--- config.mk ---
export PLATFORM = sky130hd
export DESIGN_NAME = uart_hamming_receiver
export DESIGN_NICKNAME = d
export VERILOG_FILES = /design/src/rtl/uart_hamming_receiver.sv
export SDC_FILE = /design/constraint.sdc
export NUM_CORES = 1
export LEC_CHECK = 0
export ABC_AREA = 0
export BUFFER_PORTS_ARGS = -buffer_cell sky130_fd_sc_hd__clkbuf_2
export CAP_MARGIN = 0
export CORE_MARGIN = 2
export CORE_UTILIZATION = 61
export CTS_CLUSTER_DIAMETER = 50
export DETAILED_ROUTE_END_ITERATION = 8
export GPL_TIMING_DRIVEN = 0
export PLACE_DENSITY = 0.8
export SETUP_SLACK_MARGIN = 0.2
export SYNTH_ARGS = -nofsm -noshare
export SYNTH_HDL_FRONTEND = slang
export SYNTH_SLANG_ARGS = --single-unit
--- constraint.sdc ---
create_clock -name clk -period 4.5 [get_ports clk]
set_input_delay 0.9 -clock clk [delete_from_list [all_inputs] [get_ports clk]]
set_output_delay 0.9 -clock clk [all_outputs]
set_load 0.03 [all_outputs]
--- src/rtl/uart_hamming_receiver.sv ---
// UART 8N1 receiver with Hamming(7,4) single-error correction of byte bits [6:0].
// Latency: data_valid pulses 1 cycle after the mid-stop-bit sample; frame_err pulses on that sample edge.
// Backpressure: none; results are one-cycle strobes, and data_out/corrected/code_out hold until the next decode.
//
// Ports:
//   clk        - system clock
//   rst        - synchronous active-high reset (priority over all other events)
//   rx         - asynchronous serial line, idle high
//   data_out   - corrected 4-bit payload d3..d0
//   data_valid - one-cycle strobe qualifying data_out / corrected / code_out
//   corrected  - a nonzero syndrome was seen and one bit was flipped back
//   frame_err  - one-cycle strobe, stop bit sampled low (byte discarded)
//   code_out   - raw received codeword before correction
//   busy       - high whenever the receiver is not in IDLE
//   err_count  - (only with RX_ERR_CNT_EN defined) saturating count of framing
//                errors plus corrected frames
//
// Optional feature macro: RX_ERR_CNT_EN
module uart_hamming_receiver #(
    parameter int CLKS_PER_BIT = 16
) (
    input  logic       clk,
    input  logic       rst,
    input  logic       rx,
    output logic [3:0] data_out,
    output logic       data_valid,
    output logic       corrected,
    output logic       frame_err,
    output logic [6:0] code_out,
    output logic       busy
`ifdef RX_ERR_CNT_EN
    ,
    output logic [7:0] err_count
`endif
);

    localparam int TW = $clog2(CLKS_PER_BIT);
    localparam logic [TW-1:0] T_HALF = TW'(CLKS_PER_BIT / 2 - 1);
    localparam logic [TW-1:0] T_FULL = TW'(CLKS_PER_BIT - 1);

    typedef enum logic [2:0] {
        WAIT_IDLE,
        IDLE,
        START,
        DATA,
        STOP,
        DECODE
    } state_t;

    state_t          state;
    state_t          state_next;
    logic            rx_meta;
    logic            rx_s;
    logic [TW-1:0]   timer;
    logic [2:0]      bit_idx;
    logic [6:0]      code_reg;
    logic            timer_clr;
    logic            sample_en;
    logic            dv_next;
    logic            fe_next;
    logic [2:0]      syndrome;
    logic [6:0]      code_fixed;
    logic [3:0]      dec_data;
    logic            dec_corr;

    // Two-flop synchroniser; resets to the idle level so nothing looks like a start bit.
    always_ff @(posedge clk) begin
        if (rst) begin
            rx_meta <= 1'b1;
            rx_s    <= 1'b1;
        end else begin
            rx_meta <= rx;
            rx_s    <= rx_meta;
        end
    end

    always_ff @(posedge clk) begin
        if (rst) begin
            state <= WAIT_IDLE;
        end else begin
            state <= state_next;
        end
    end

    always_comb begin
        state_next = state;
        timer_clr  = 1'b0;
        sample_en  = 1'b0;
        dv_next    = 1'b0;
        fe_next    = 1'b0;
        case (state)
            // Line may be held low (reset, broken frame); wait for idle before arming.
            WAIT_IDLE: begin
                if (rx_s) begin
                    state_next = IDLE;
                end
            end
            IDLE: begin
                if (!rx_s) begin
                    state_next = START;
                    timer_clr  = 1'b1;
                end
            end
            START: begin
                if (timer == T_HALF) begin
                    if (rx_s) begin
                        state_next = IDLE;
                    end else begin
                        state_next = DATA;
                        timer_clr  = 1'b1;
                    end
                end
            end
            DATA: begin
                if (timer == T_FULL) begin
                    sample_en = 1'b1;
                    if (bit_idx == 3'd7) begin
                        state_next = STOP;
                    end
                end
            end
            // Leaving at mid stop bit keeps half a bit of slack for a zero-gap next frame.
            STOP: begin
                if (timer == T_FULL) begin
                    if (rx_s) begin
                        state_next = DECODE;
                    end else begin
                        fe_next    = 1'b1;
                        state_next = WAIT_IDLE;
                    end
                end
            end
            DECODE: begin
                dv_next    = 1'b1;
                state_next = IDLE;
            end
            default: begin
                state_next = WAIT_IDLE;
            end
        endcase
    end

    // Syndrome value equals the 1-based position of the flipped bit.
    always_comb begin
        syndrome[0] = code_reg[0] ^ code_reg[2] ^ code_reg[4] ^ code_reg[6];
        syndrome[1] = code_reg[1] ^ code_reg[2] ^ code_reg[5] ^ code_reg[6];
        syndrome[2] = code_reg[3] ^ code_reg[4] ^ code_reg[5] ^ code_reg[6];
        code_fixed  = code_reg;
        dec_corr    = 1'b0;
        if (syndrome != 3'd0) begin
            code_fixed[syndrome - 3'd1] = ~code_reg[syndrome - 3'd1];
            dec_corr                    = 1'b1;
        end
        dec_data = {code_fixed[6], code_fixed[5], code_fixed[4], code_fixed[2]};
    end

    always_ff @(posedge clk) begin
        if (rst) begin
            timer      <= '0;
            bit_idx    <= '0;
            code_reg   <= '0;
            data_out   <= '0;
            corrected  <= 1'b0;
            code_out   <= '0;
            data_valid <= 1'b0;
            frame_err  <= 1'b0;
            busy       <= 1'b0;
        end else begin
            if (timer_clr || timer == T_FULL) begin
                timer <= '0;
            end else begin
                timer <= timer + 1'b1;
            end

            if (state == START) begin
                bit_idx <= '0;
            end else if (sample_en) begin
                bit_idx <= bit_idx + 1'b1;
            end

            // Byte bit 7 is padding and is never stored.
            if (sample_en && bit_idx != 3'd7) begin
                code_reg[bit_idx] <= rx_s;
            end

            data_valid <= dv_next;
            frame_err  <= fe_next;
            // Registered from the next state so busy tracks state yet reads 0 during reset.
            busy       <= (state_next != IDLE);

            if (dv_next) begin
                data_out  <= dec_data;
                corrected <= dec_corr;
                code_out  <= code_reg;
            end
        end
    end

`ifdef RX_ERR_CNT_EN
    always_ff @(posedge clk) begin
        if (rst) begin
            err_count <= '0;
        end else if ((fe_next || (dv_next && dec_corr)) && err_count != 8'hFF) begin
            err_count <= err_count + 8'd1;
        end
    end
`endif

endmodule

Word level (Yosys, flattened, before mapping):

Cells that the tools add are included.

* latch bits: 0
* flip-flop bits (word level): 34
* output and inout port bits: 15
* ROM bits: 0
* input bits: 3
* word-level logic and storage cells: 75
* memory bits (writable): 0
* memories: 0

* div/mod/pow operators: 0
* mux-type cells: 25
* equality and inequality tests: 10
* multipliers: 0
* reductions and logical operators: 9
* bitwise gates (word level): 12
* $add $sub $neg: 3
* $lt $le $gt $ge: 4
* shifts and indexed selects: 0

Operators by type and width (count)
* $mux 3: 7
* $pmux 3 s6: 1
* $bwmux 7: 2
* $eq 3x3->1 const B: 3
* $mux 1: 9
* $xor 1x1->1: 9
* $lt 3x4->1 const B: 2
* $mux 7: 1
* $demux 1 s3: 2
* $eq 3x2->1 const B: 2
* $ge 3x1->1 const B: 2
* $add 4x1->4 const B: 1
* $eq 4x3->1 const B: 1
* $eq 4x4->1 const B: 1
* $reduce_or 2->1: 2
* $add 3x1->3 const B: 1
* $bmux 1 s3: 1
* $eq 3x1->1 const B: 1
* $logic_and 1x1->1: 3
* $logic_not 3->1: 1
* $ne 3x1->1 const B: 1
* $ne 3x3->1 const B: 1
* $not 1->1: 3
* $reduce_bool 3->1: 1
* 5 further kinds: 5

Longest topological paths before layout:

Gate-level depths: netlist (run 1).

* depth in word-level cells: 10
* depth in mapped cells: 10
* gate-level depth less buffers: 9

Least setup slack after synthesis (run 1):

OpenSTA, ideal clock, no wires.

* path type: register to register
* from: register code_reg[4]
* to: register data_out[1]
* data required time: 4.414 ns
* arrival time: 2.254 ns
* setup time: 0.086 ns
* clock period less this slack: 2.340 ns
* buffers on the path: 1
* stages on the path, launching flop included: 10
* slack: 2.160 ns
* cell sequence: dfxtp_1 -> clkbuf_1 -> xor2_1 -> xnor2_1 -> ha_1 -> ha_1 -> ha_1 -> nor4b_1 -> xnor2_1 -> a211oi_1

* word-level cells in the longest chain between the ends: 10
* elaborated cells on any way between the ends: 17
* those cells by class: 1 x add/sub; 2 x order compare; 6 x mux; 6 x bitwise; 2 x reduce/logical

Ends and longest elaborated chain
* from (decl): line 56 `logic [6:0] code_reg;`
* from (signal, indexed assignment): line 183 `code_reg[bit_idx] <= rx_s;`
* $xor 1x1->1 (3 in a row): line 147 `syndrome[2] = code_reg[3] ^ code_reg[4] ^ code_reg[5] ^ code_reg[6];`
* $sub 3x1->3: line 151 `code_fixed[syndrome - 3'd1] = ~code_reg[syndrome - 3'd1];`
* $lt 3x4->1 (implied by the code) / $ge 3x1->1 (equally long branches): line 151
* $logic_and 1x1->1 (implied by the code): line 151
* $mux 1 (implied by the code): line 151
* $demux 1 s3: line 151
* $bwmux 7: line 151
* $mux 7 *: line 150 `if (syndrome != 3'd0) begin`
* to (signal assigned): line 192 `data_out <= dec_data;`
* to (decl): line 25 `output logic [3:0] data_out,`

Every way passes the cells marked *; elsewhere a longest branch is shown, timed or not. The select of a mux whose other input is x is not followed.
A chain may end at the register's enable or synchronous reset.

Worst setup path after layout (run 1):

* from: register code_reg[2]
* to: register data_out[1]

* word-level cells in the longest chain between the ends: 10
* elaborated cells on any way between the ends: 18
* those cells by class: 1 x add/sub; 2 x order compare; 6 x mux; 7 x bitwise; 2 x reduce/logical

Ends and longest elaborated chain (line)
* $xor 1x1->1, on equally long branches (3 in a row): 145, 146
* $sub 3x1->3: 151
* $lt 3x4->1 (implied by the code) / $ge 3x1->1 (equally long branches): 151
* $logic_and 1x1->1 (implied by the code): 151
* $mux 1 (implied by the code): 151
* $demux 1 s3: 151
* $bwmux 7: 151
* $mux 7 *: 150

Marks and branches as above.

==> metrics.md, run 1 <==
| Metric | Value |
|---|---|
| Pwr per Cell Area | `297 nW/µm²` |
| Syn_nets | `186` |
| Post-synth top area share | `41.7%` |
| Area growth from synthesis to layout | `12.0%` |
| Synth area leaders | `dfxtp_1 42%, mux2i_1 5.5%, xnor2_1 5.4%` |
| Required @ worst endpoint | `4.76 ns` |
| Xor and xnor fraction of the mapped netlist area | `6.97%` |
| Most common cell after layout, fill and taps aside | `dfxtp_1` |
| CTS buffer count | `5` |
| Row count | `18` |
| R2R Setup Slk | `1.83 ns` |
| CP Launch Type | `register` |
| Distinct cells, synth | `41` |
| Post-synthesis simple-gate area fraction | `27.9%` |
| Hold Vio Cnt, Final | `0` |
| CTS Hold Bufs | `0` |
| CP Data Arrival Time | `2.93 ns` |
| Number of synthesized register bits | `34` |
| Worst-Skew Late Latency | `0.34 ns` |
| Worst Path Buf+Inv | `1` |
| Post-synthesis adder-cell area fraction | `4.59%` |
| # fillers | `189` |
| DRC | `0` |
| Worst Path Max Fanout | `5` |
| Final setup violation count | `0` |
| WS Path Type | `reg -> reg` |
| Relative slew margins | `67.8%` |
| Primary FF master, synth | `dfxtp_1` |
| Routed len/inst | `14.1 µm` |
| Outcome | `complete, no violations` |
| Post-synthesis mux area share | `5.51%` |
| Minimum clock period | `2.67 ns` |
| Port buffer count | `16` |
| Worst vdd ir | `0.285 mV` |
| YS warnings | `0` |
| Synthesized cell area | `1630 µm²` |
| TritonCTS clock tree | `built` |
| Diodes inserted | `0` |
| DRC violation total after the first TritonRoute iteration | `41` |
| Slew Limit Fails | `0` |
| Hold Path End | `rx_s` |
| Critical Path Most Common Cell | `ha_1` |
| Cells after synthesis | `177` |
| H-tree Lvls | `2` |
| Grt ovf | `0` |
| Final instance area | `1830 µm²` |
| Reg area | `681 µm²` |
| Area leader, netlist | `dfxtp_1` |
| CTS root buf | `clkbuf_4` |
| Reg-to-reg critical path endpoint | `data_out[1]` |
| Register area share after synthesis | `41.7%` |
| Final setup TNS | `0 ns` |
| IO Pins | `18` |
| RR Startpoint | `code_reg[2]` |
| Multi-input gate area | `868 µm²` |
| Reg2reg path depth | `9` |
| Starting Density | `65.4%` |
| Largest family of logic cells by synthesized area | `simple AND/OR/NAND/NOR gates` |
| Fin crit share | `59.3%` |
| Final WL | `3260 µm` |
| Post-DR vias/cell | `5.72` |
| Gr usage total | `23.0%` |
| CP max stage cell | `nor4b_1` |
| Vias in the first global route | `1226` |
| Core ar. | `2500 µm²` |
| Global-route wire length before repair | `5550 µm` |
| Clock sink count | `34` |
| Die ar. | `3110 µm²` |
| Worst Hold Launch | `rx_meta` |
| Post-DRT Antenna Nets | `0` |
| Compound-cell area share of the yosys netlist | `8.12%` |
| Leakage power | `0.000728 µW` |
| Fmax | `375 MHz` |
| Initial antenna violation count | `0` |
| Largest net degree at the start of global routing | `11` |
| RSZ-0062 raised after global routing | `false` |
| CTS clk-pin slew, worst paths | `0.10 ns` |
| GPL Wtd Cong | `0.796` |
| Clock Path Buffers | `2` |
| Post-CTS setup buffer count | `0` |
| Syn avg cell area | `9.23 µm²` |
| Layout Skew | `0.00390 ns` |
| Crit path capture type | `register` |
| Hold path depth | `1` |
| Cts repair resizes | `0` |
| Pre-Repair DR Iteration Count | `6` |
| Total number of vias | `1321` |
| Die W | `55.8 µm` |
| CP delay by family, top | `adder cells` |
| HP Class | `reg -> reg` |
| Post-synth EDFFs | `0` |
| Total Nets Final | `209` |
| Largest stage delay, worst path | `0.37 ns` |
| Dpl cell area | `1750 µm²` |
| MaxCap Viol Count | `0` |
| DP HPWL | `2360 µm` |
| Most frequent cells in the layout | `34 x dfxtp_1, 23 x nor2_1, 19 x nand2_1` |
| Sequence of cells on the critical path | `clkbuf_1 -> xor2_1 -> xnor2_1 -> ha_1 -> ha_1 -> ha_1 -> nor4b_1 -> xnor2_1 -> a211oi_1` |
| Post-synth ARST share | `0%` |
| Die height | `55.8 µm` |
| Share of post-route cells with drive strength above 1 | `19.9%` |
| Worst Tran Pin Value | `0.478 ns` |
-- worst max-delay path by stage --
stage / from / end / slack, ns / cells past startpoint
after floorplan: code_reg[4] / data_out[1] / 2.16 / 9
after global placement: code_reg[4] / data_out[1] / 2.02 / 9
after detailed placement: code_reg[2] / data_out[1] / 1.87 / 9
after CTS: code_reg[2] / data_out[1] / 1.84 / 9
after global routing: code_reg[4] / data_out[3] / 1.61 / 10
final: code_reg[2] / data_out[1] / 1.83 / 9
-- cells by family after synthesis --
kind of cell,after synthesis
fa+ha+maj,6
compound gates,22
flops,34
buf+inv,14
mux,9
xor+xnor,13
simple gates,79
-- through the flow --
stage | total power (µW) | hold slack (ns) | util, % | instances | setup WS, ns
final | 544 | 0.435 | 73.2 | 231 | 1.83
after global routing | 563 | 0.469 | 73.2 | 231 | 1.61
after CTS | 548 | 0.436 | 73.2 | 231 | 1.84
after detailed placement | 340 | 0.404 | 70.1 | 223 | 1.87
after global placement | 339 | 0.395 | 70.1 | 223 | 2.02
after floorplan | 334 | 0.389 | - | 177 | 2.16
-- synth_stat cells, types with 2 or more instances --
cell,instances
ha_1,6
or3b_1,2
o21ai_0,2
buf_6,3
dfxtp_1,34
nand4_1,4
clkbuf_1,3
nor4b_1,3
clkbuf_2,2
mux2i_1,9
nor2b_1,2
a21oi_1,11
inv_1,2
nand3_1,3
nor4_1,2
xor2_1,3
a211oi_1,4
xnor2_1,10
nor4_2,2
or2_2,2
nor2_1,23
buf_2,3
nand3b_1,4
and3b_1,2
nor3_1,2
nand2_1,19
-- power breakdown --
group          internal [µW]  switching, µW
clock                    107            103
sequential               306           3.38
combinational           9.60           15.3
total                    422            122
-- metal layers --
metal,GRT usage [%],vias up,share of wire (%)
met3,5.35,11,4.8
met1,28.5,606,44
met5,0,-,0
li1,-,664,-
met4,14.3,0,2.5
met2,36.1,40,49
-- worst register-to-register path, delay by kind of cell, from the launching register on --
kind	cells	cell delay, ns
AO/OA/AOI/OAI	1	0.24
adder cells (fa/ha/maj)	3	0.89
buffers and inverters	1	0.27
flip-flops	1	0.32
XOR/XNOR	3	0.49
AND/OR/NAND/NOR	1	0.37
-- cell type report --
cell class,count,share of cell area [%]
multi-input combinational,129,47.4
sequential,34,37.2
timing repair buffer,16,4.37
clock buffer,8,4.31
buffer,12,4.24
tap,30,2.05
inverter,2,0.410
No activity file was read; power rests on OpenSTA's default activity.
==> run 2, diff against run 1 <==
--- a/config.mk
+++ b/config.mk
@@ -9,11 +9,11 @@
 export BUFFER_PORTS_ARGS = -buffer_cell sky130_fd_sc_hd__clkbuf_2
 export CAP_MARGIN = 0
 export CORE_MARGIN = 2
-export CORE_UTILIZATION = 61
+export CORE_UTILIZATION = 57
 export CTS_CLUSTER_DIAMETER = 50
 export DETAILED_ROUTE_END_ITERATION = 8
 export GPL_TIMING_DRIVEN = 0
-export PLACE_DENSITY = 0.8
+export PLACE_DENSITY = 0.75
 export SETUP_SLACK_MARGIN = 0.2
 export SYNTH_ARGS = -nofsm -noshare
 export SYNTH_HDL_FRONTEND = slang
==> constraint.sdc (replaced) <==
create_clock -name clk -period 2.5 [get_ports clk]
set_input_delay 0.5 -clock clk [delete_from_list [all_inputs] [get_ports clk]]
set_output_delay 0.5 -clock clk [all_outputs]
set_load 0.03 [all_outputs]
==> run 2 against run 1 <==
Register-to-register slack got worse by 1.5 ns. Clock skew rose by 0.0078 ns. Wire length about the same. Sequential share of layout area down 1.6 points. Power up 64%. Core utilization fell by 3.2 points. Critical path depth is 1 higher. Via count up 1.7%. Design area grew 4.6%. Clock-buffer cell count down 2. Highest routed layer unchanged.
==> metrics.md, run 2 (synthesis results as in run 1) <==
| Metric | Value |
|---|---|
| Largest net degree at the start of global routing | `11 (unchanged)` |
| Multi-input gate area | `941 µm² (was 868 µm²)` |
| Global-route wire length before repair | `5710 µm (was 5550 µm)` |
| Minimum clock period | `2.21 ns (was 2.67 ns)` |
| Worst Path Max Fanout | `5 (unchanged)` |
| CP Data Arrival Time | `2.41 ns (was 2.93 ns)` |
| DRC | `0 (unchanged)` |
| CTS buffer count | `5 (unchanged)` |
| Cells after DPL | `224 (was 223)` |
| Clock Path Buffers | `2 (unchanged)` |
| Pre-Repair DR Iteration Count | `4 (was 6)` |
| Row count | `19 (was 18)` |
| Vias in the first global route | `1306 (was 1226)` |
| DRC violation total after the first TritonRoute iteration | `40 (was 41)` |
| Layout Skew | `0.0117 ns (was 0.00390 ns)` |
| Final setup violation count | `0 (unchanged)` |
| Starting Density | `59.8% (was 65.4%)` |
| Worst Tran Pin Value | `0.450 ns (was 0.478 ns)` |
| Fin crit share | `88.5% (was 59.3%)` |
| H-tree Lvls | `2 (unchanged)` |
| Worst Setup SP | `code_reg[2] (unchanged)` |
| Port buffer count | `16 (unchanged)` |
| CP Launch Type | `register (unchanged)` |
| Clock sink count | `34 (unchanged)` |
| Reg area | `682 µm² (was 681 µm²)` |
| Diodes inserted | `0 (unchanged)` |
| Initial antenna violation count | `0 (unchanged)` |
| CTS clk-pin slew, worst paths | `0.09 ns (was 0.10 ns)` |
| Place WS | `0.0538 ns (was 1.87 ns)` |
| DP HPWL | `2270 µm (was 2360 µm)` |
| Final hold slack | `0.362 ns (was 0.435 ns)` |
| Most common cell after layout, fill and taps aside | `dfxtp_1 (unchanged)` |
| Area growth from synthesis to layout | `17.2% (was 12.0%)` |
| Required @ worst endpoint | `2.70 ns (was 4.76 ns)` |
| RSZ-0062 raised after global routing | `true (was false)` |
| Worst-Skew Late Latency | `0.33 ns (was 0.34 ns)` |
| Post-DR vias/cell | `5.77 (was 5.72)` |
| WS Path Type | `reg -> reg (unchanged)` |
| # fillers | `217 (was 189)` |
| Worst vdd ir | `0.394 mV (was 0.285 mV)` |
| Gr usage total | `22.3% (was 23.0%)` |
| Final setup TNS | `0 ns (unchanged)` |
| Relative slew margins | `69.9% (was 67.8%)` |
| Total number of vias | `1344 (was 1321)` |
| RR Startpoint | `code_reg[2] (unchanged)` |
| CTS Hold Bufs | `0 (unchanged)` |
| Hold Vio Cnt, Final | `0 (unchanged)` |
| Core ar. | `2730 µm² (was 2500 µm²)` |
| Fmax | `452 MHz (was 375 MHz)` |
| Most frequent cells in the layout | `33 x dfxtp_1, 23 x nor2_1, 19 x nand2_1 (was 34 x dfxtp_1, 23 x nor2_1, 19 x nand2_1)` |
| Share of post-route cells with drive strength above 1 | `25.2% (was 19.9%)` |
| GPL Wtd Cong | `0.787 (was 0.796)` |
| IO Pins | `18 (unchanged)` |
| HP Class | `in -> reg (was reg -> reg)` |
| Worst Hold Launch | `rx (was rx_meta)` |
| Final WL | `3260 µm (about the same)` |
| Pwr per Cell Area | `466 nW/µm² (was 297 nW/µm²)` |
| Crit path capture type | `register (unchanged)` |
| Outcome | `complete, no violations (unchanged)` |
| Worst setup margin | `0.288 ns (was 1.83 ns)` |
| Post-DRT Antenna Nets | `0 (unchanged)` |
| Post-route insts no fill | `233 (was 231)` |
| Slew Limit Fails | `0 (unchanged)` |
| MaxCap Viol Count | `0 (unchanged)` |
| Die W | `57.5 µm (was 55.8 µm)` |
| Leakage power | `0.000741 µW (was 0.000728 µW)` |
| Routed len/inst | `14.0 µm (was 14.1 µm)` |
| TritonCTS clock tree | `built (unchanged)` |
| Die height | `57.5 µm (was 55.8 µm)` |
| CTS root buf | `clkbuf_4 (unchanged)` |
| Grt ovf | `0 (unchanged)` |
| Final Power | `892 µW (was 544 µW)` |
| Total Nets Final | `212 (was 209)` |
| Die ar. | `3310 µm² (was 3110 µm²)` |
==> run 2: changes by cell type in the layout (fill, tap and decap cells not counted), moves of 2 or more <==
cell	previous run	this run
buf_4	1	4
buf_6	3	5
clkbuf_1	3	1
clkbuf_8	3	1
ha_1	6	4
==> run 2: path summary, 6_finish.rpt <==
path | slack (ns) | endpoint | cells past startpoint
setup reg to reg | 0.29 | data_out[3] | 10
hold reg to reg | 0.42 | rx_s | 1
hold / removal | 0.36 | rx_meta | 2
setup / recovery | 0.29 | data_out[3] | 10
==> run 2: repair_timing <==
| item | 4_1_cts | 5_1_grt |
|---|---|---|
| resized for setup | 6 | 11 |
| pin swaps | 2 | 11 |
| endpoints found under the setup margin | 4 | 4 |
| setup buffers | 1 | 2 |
==> run 2: cell type report <==
class	instances	share of cell area, %
clock buffers	6	2.68
multi-input cells	129	49.1
flip-flops and latches	34	35.6
well taps	31	2.02
repair buffers	19	5.36
inverters	2	0.392
plain buffers	12	4.83
==> run 2: power breakdown <==
part	total [µW]	leakage [µW]	internal (µW)	switching (µW)
clock	292	0.0000302	127	165
combinational	43.9	0.000435	17.0	27.0
sequential	556	0.000276	550	6.34
total	892	0.000741	693	199
==> run 2: worst max-delay path, cell delays in order, from the launching register on <==
cell and delay [ns]:
dfxtp_2 0.32, buf_6 0.12, xor2_2 0.17, xnor2_1 0.19, ha_1 0.28, ha_2 0.21
ha_4 0.20, nor4_4 0.30, nand2_1 0.09, o211ai_1 0.11, a21oi_1 0.09
==> run 2: per-stage QoR <==
| stage | area [µm²] | util [%] |
|---|---|---|
| after floorplan | 1640 | - |
| after global routing | 1920 | 70.1 |
| final | 1920 | 70.1 |
| after global placement | 1760 | 64.4 |
| after detailed placement | 1760 | 64.4 |
| after CTS | 1860 | 68.0 |
==> run 2: metal layers <==
layer	vias up	share of wire (%)	track usage [%]
met2	31	49	37.2
met5	-	0	0
met3	8	4.4	6.58
li1	660	-	-
met1	645	45	27.0
met4	0	1.8	8.97
==> run 3, diff against run 2 <==
--- a/config.mk
+++ b/config.mk
@@ -6,7 +6,7 @@
 export NUM_CORES = 1
 export LEC_CHECK = 0
 export ABC_AREA = 0
-export BUFFER_PORTS_ARGS = -buffer_cell sky130_fd_sc_hd__clkbuf_2
+export BUFFER_PORTS_ARGS = -buffer_cell sky130_fd_sc_hd__buf_4
 export CAP_MARGIN = 0
 export CORE_MARGIN = 2
 export CORE_UTILIZATION = 57
==> run 3 against run 2 <==
Via count increased by 2.2%. First-iteration DRC count up 10%. Power increased by 3.0%. Global-route usage shrank 0.49 points. Design area rose by 5.1%. Worst setup slack worse by 0.055 ns. Cell count is 3.9% higher. Register-to-register slack worse by 0.06 ns. Critical endpoint is now data_out[0]. Largest power group unchanged.
==> metrics.md, run 3 (synthesis results as in run 1) <==
| Metric | Value |
|---|---|
| DRC | `0 (unchanged)` |
| Worst-Skew Late Latency | `0.34 ns (was 0.33 ns)` |
| RR Startpoint | `code_reg[4] (was code_reg[2])` |
| Layout Skew | `0.00852 ns (was 0.0117 ns)` |
| Clock sink count | `34 (unchanged)` |
| Port buffer count | `16 (unchanged)` |
| Post-DR vias/cell | `5.67 (was 5.77)` |
| Clock Path Buffers | `2 (unchanged)` |
| Row count | `19 (unchanged)` |
| Cells after DPL | `224 (unchanged)` |
| R2R Setup Slk | `0.23 ns (was 0.29 ns)` |
| Largest net degree at the start of global routing | `11 (unchanged)` |
| Pwr per Cell Area | `457 nW/µm² (was 466 nW/µm²)` |
| CP Launch Type | `register (unchanged)` |
| CP Data Arrival Time | `2.52 ns (was 2.41 ns)` |
| Core ar. | `2730 µm² (unchanged)` |
| Outcome | `complete, no violations (unchanged)` |
| Relative slew margins | `71.1% (was 69.9%)` |
| Final hold slack | `0.339 ns (was 0.362 ns)` |
| GPL Wtd Cong | `0.756 (was 0.787)` |
| DP HPWL | `2370 µm (was 2270 µm)` |
| TritonCTS clock tree | `built (unchanged)` |
| Diodes inserted | `0 (unchanged)` |
| Starting Density | `59.8% (unchanged)` |
| Die W | `57.5 µm (unchanged)` |
| Worst setup margin | `0.232 ns (was 0.288 ns)` |
| Leakage power | `0.000796 µW (was 0.000741 µW)` |
| Share of post-route cells with drive strength above 1 | `28.0% (was 25.2%)` |
| Hold Vio Cnt, Final | `0 (unchanged)` |
| CTS clk-pin slew, worst paths | `0.10 ns (was 0.09 ns)` |
| Worst Path Max Fanout | `5 (unchanged)` |
| Pre-Repair DR Iteration Count | `4 (unchanged)` |
| CTS root buf | `clkbuf_4 (unchanged)` |
| HP Class | `in -> reg (unchanged)` |
| Post-route insts no fill | `242 (was 233)` |
| Reg-to-reg critical path endpoint | `data_out[0] (was data_out[3])` |
| RSZ-0062 raised after global routing | `true (unchanged)` |
| WS Path Type | `reg -> reg (unchanged)` |
| Slew Limit Fails | `0 (unchanged)` |
| Reg2reg path depth | `10 (unchanged)` |
| Place WS | `0.0316 ns (was 0.0538 ns)` |
| Global-route wire length before repair | `5350 µm (was 5710 µm)` |
| Hold Path End | `rx_meta (unchanged)` |
| H-tree Lvls | `2 (unchanged)` |
| Total Nets Final | `219 (was 212)` |
| Minimum clock period | `2.27 ns (was 2.21 ns)` |
| # fillers | `200 (was 217)` |
| Required @ worst endpoint | `2.75 ns (was 2.70 ns)` |
| Hold path depth | `2 (unchanged)` |
| Initial antenna violation count | `0 (unchanged)` |
| Area growth from synthesis to layout | `23.2% (was 17.2%)` |
| Final setup TNS | `0 ns (unchanged)` |
| Grt ovf | `0 (unchanged)` |
| Gr usage total | `21.8% (was 22.3%)` |
| Reg area | `683 µm² (was 682 µm²)` |
| Final WL | `3510 µm (was 3260 µm)` |
| Fmax | `441 MHz (was 452 MHz)` |
| Worst Tran Pin Value | `0.434 ns (was 0.450 ns)` |
| Worst vdd ir | `0.470 mV (was 0.394 mV)` |
| Final setup violation count | `0 (unchanged)` |
| DRC violation total after the first TritonRoute iteration | `44 (was 40)` |
| CTS buffer count | `5 (unchanged)` |
| Fin crit share | `90.7% (was 88.5%)` |
| Multi-input gate area | `936 µm² (was 941 µm²)` |
| Most common cell after layout, fill and taps aside | `dfxtp_1 (unchanged)` |
| Most frequent cells in the layout | `32 x dfxtp_1, 27 x buf_4, 23 x nor2_1 (was 33 x dfxtp_1, 23 x nor2_1, 19 x nand2_1)` |
| Post-DRT Antenna Nets | `0 (unchanged)` |
| MaxCap Viol Count | `0 (unchanged)` |
| Vias in the first global route | `1248 (was 1306)` |
| Total number of vias | `1373 (was 1344)` |
| Final core area utilization | `73.6% (was 70.1%)` |
| Routed len/inst | `14.5 µm (was 14.0 µm)` |
| Crit path capture type | `register (unchanged)` |
| CTS Hold Bufs | `0 (unchanged)` |
| Worst Hold Launch | `rx (unchanged)` |
| Die height | `57.5 µm (unchanged)` |
| Die ar. | `3310 µm² (unchanged)` |
| IO Pins | `18 (unchanged)` |
[run 3: changes by cell type in the layout (fill, tap and decap cells not counted), sizes merged]
| cell | previous run | this run |
|---|---|---|
| buf | 12 | 35 |
| clkbuf | 25 | 10 |
| clkinv | 0 | 1 |
[run 3: cell type report]
class / count / area share [%]
timing repair buffer: 26 / 9.70
clock inverter: 1 / 0.249
inverter: 2 / 0.373
clock buffer: 7 / 2.73
buffer: 12 / 4.60
multi-input combinational: 129 / 46.5
sequential: 34 / 33.9
tap: 31 / 1.93
[run 3: critical path: stages, from the launching register on]
cell and delay (ns):
dfxtp_2 0.33, buf_6 0.12, xor2_2 0.17, xnor2_1 0.18, ha_1 0.27, ha_2 0.21, ha_4 0.20, nor3_1 0.18
nand2_1 0.10, xor2_1 0.16, a211oi_1 0.26
[run 3: worst max-delay path by stage]
stage	startpoint	end	slack (ns)	depth (start not counted)
2_1_floorplan	code_reg[2]	data_out[2]	0.23	9
5_1_grt	code_reg[4]	data_out[0]	0.16	10
4_1_cts	code_reg[2]	data_out[2]	0.21	9
6_report	code_reg[4]	data_out[0]	0.23	10
3_3_place_gp	code_reg[4]	data_out[2]	0.13	9
3_5_place_dp	code_reg[2]	data_out[2]	0.03	9
[run 3: layer usage]
layer	share of wire [%]	wire length [µm]	track usage, %	up-vias
met5	0	0	0	-
li1	-	-	-	677
met4	3.4	121	14.0	0
met1	43	1500	23.9	652
met2	49	1730	36.5	33
met3	4.5	158	6.58	11
[run 3: metrics by stage]
stage                     area (µm²)  total power, µW
final                           2010              919
after global routing            2010              956
after CTS                       1910              923
after detailed placement        1800              614
after global placement          1800              611
after floorplan                 1640              602
[run 3: what timing repair did]
action / in CTS / in global routing
pin swaps: 3 / 8
setup buffers: 1 / 9
endpoints found under the setup margin: 4 / 4
gates resized for setup: 6 / 10
[run 3: power by group]
part | internal, µW | switching, µW | total [µW] | leakage (µW)
sequential | 550 | 5.80 | 556 | 0.000276
clock | 136 | 182 | 318 | 0.0000353
combinational | 18.2 | 27.2 | 45.4 | 0.000484
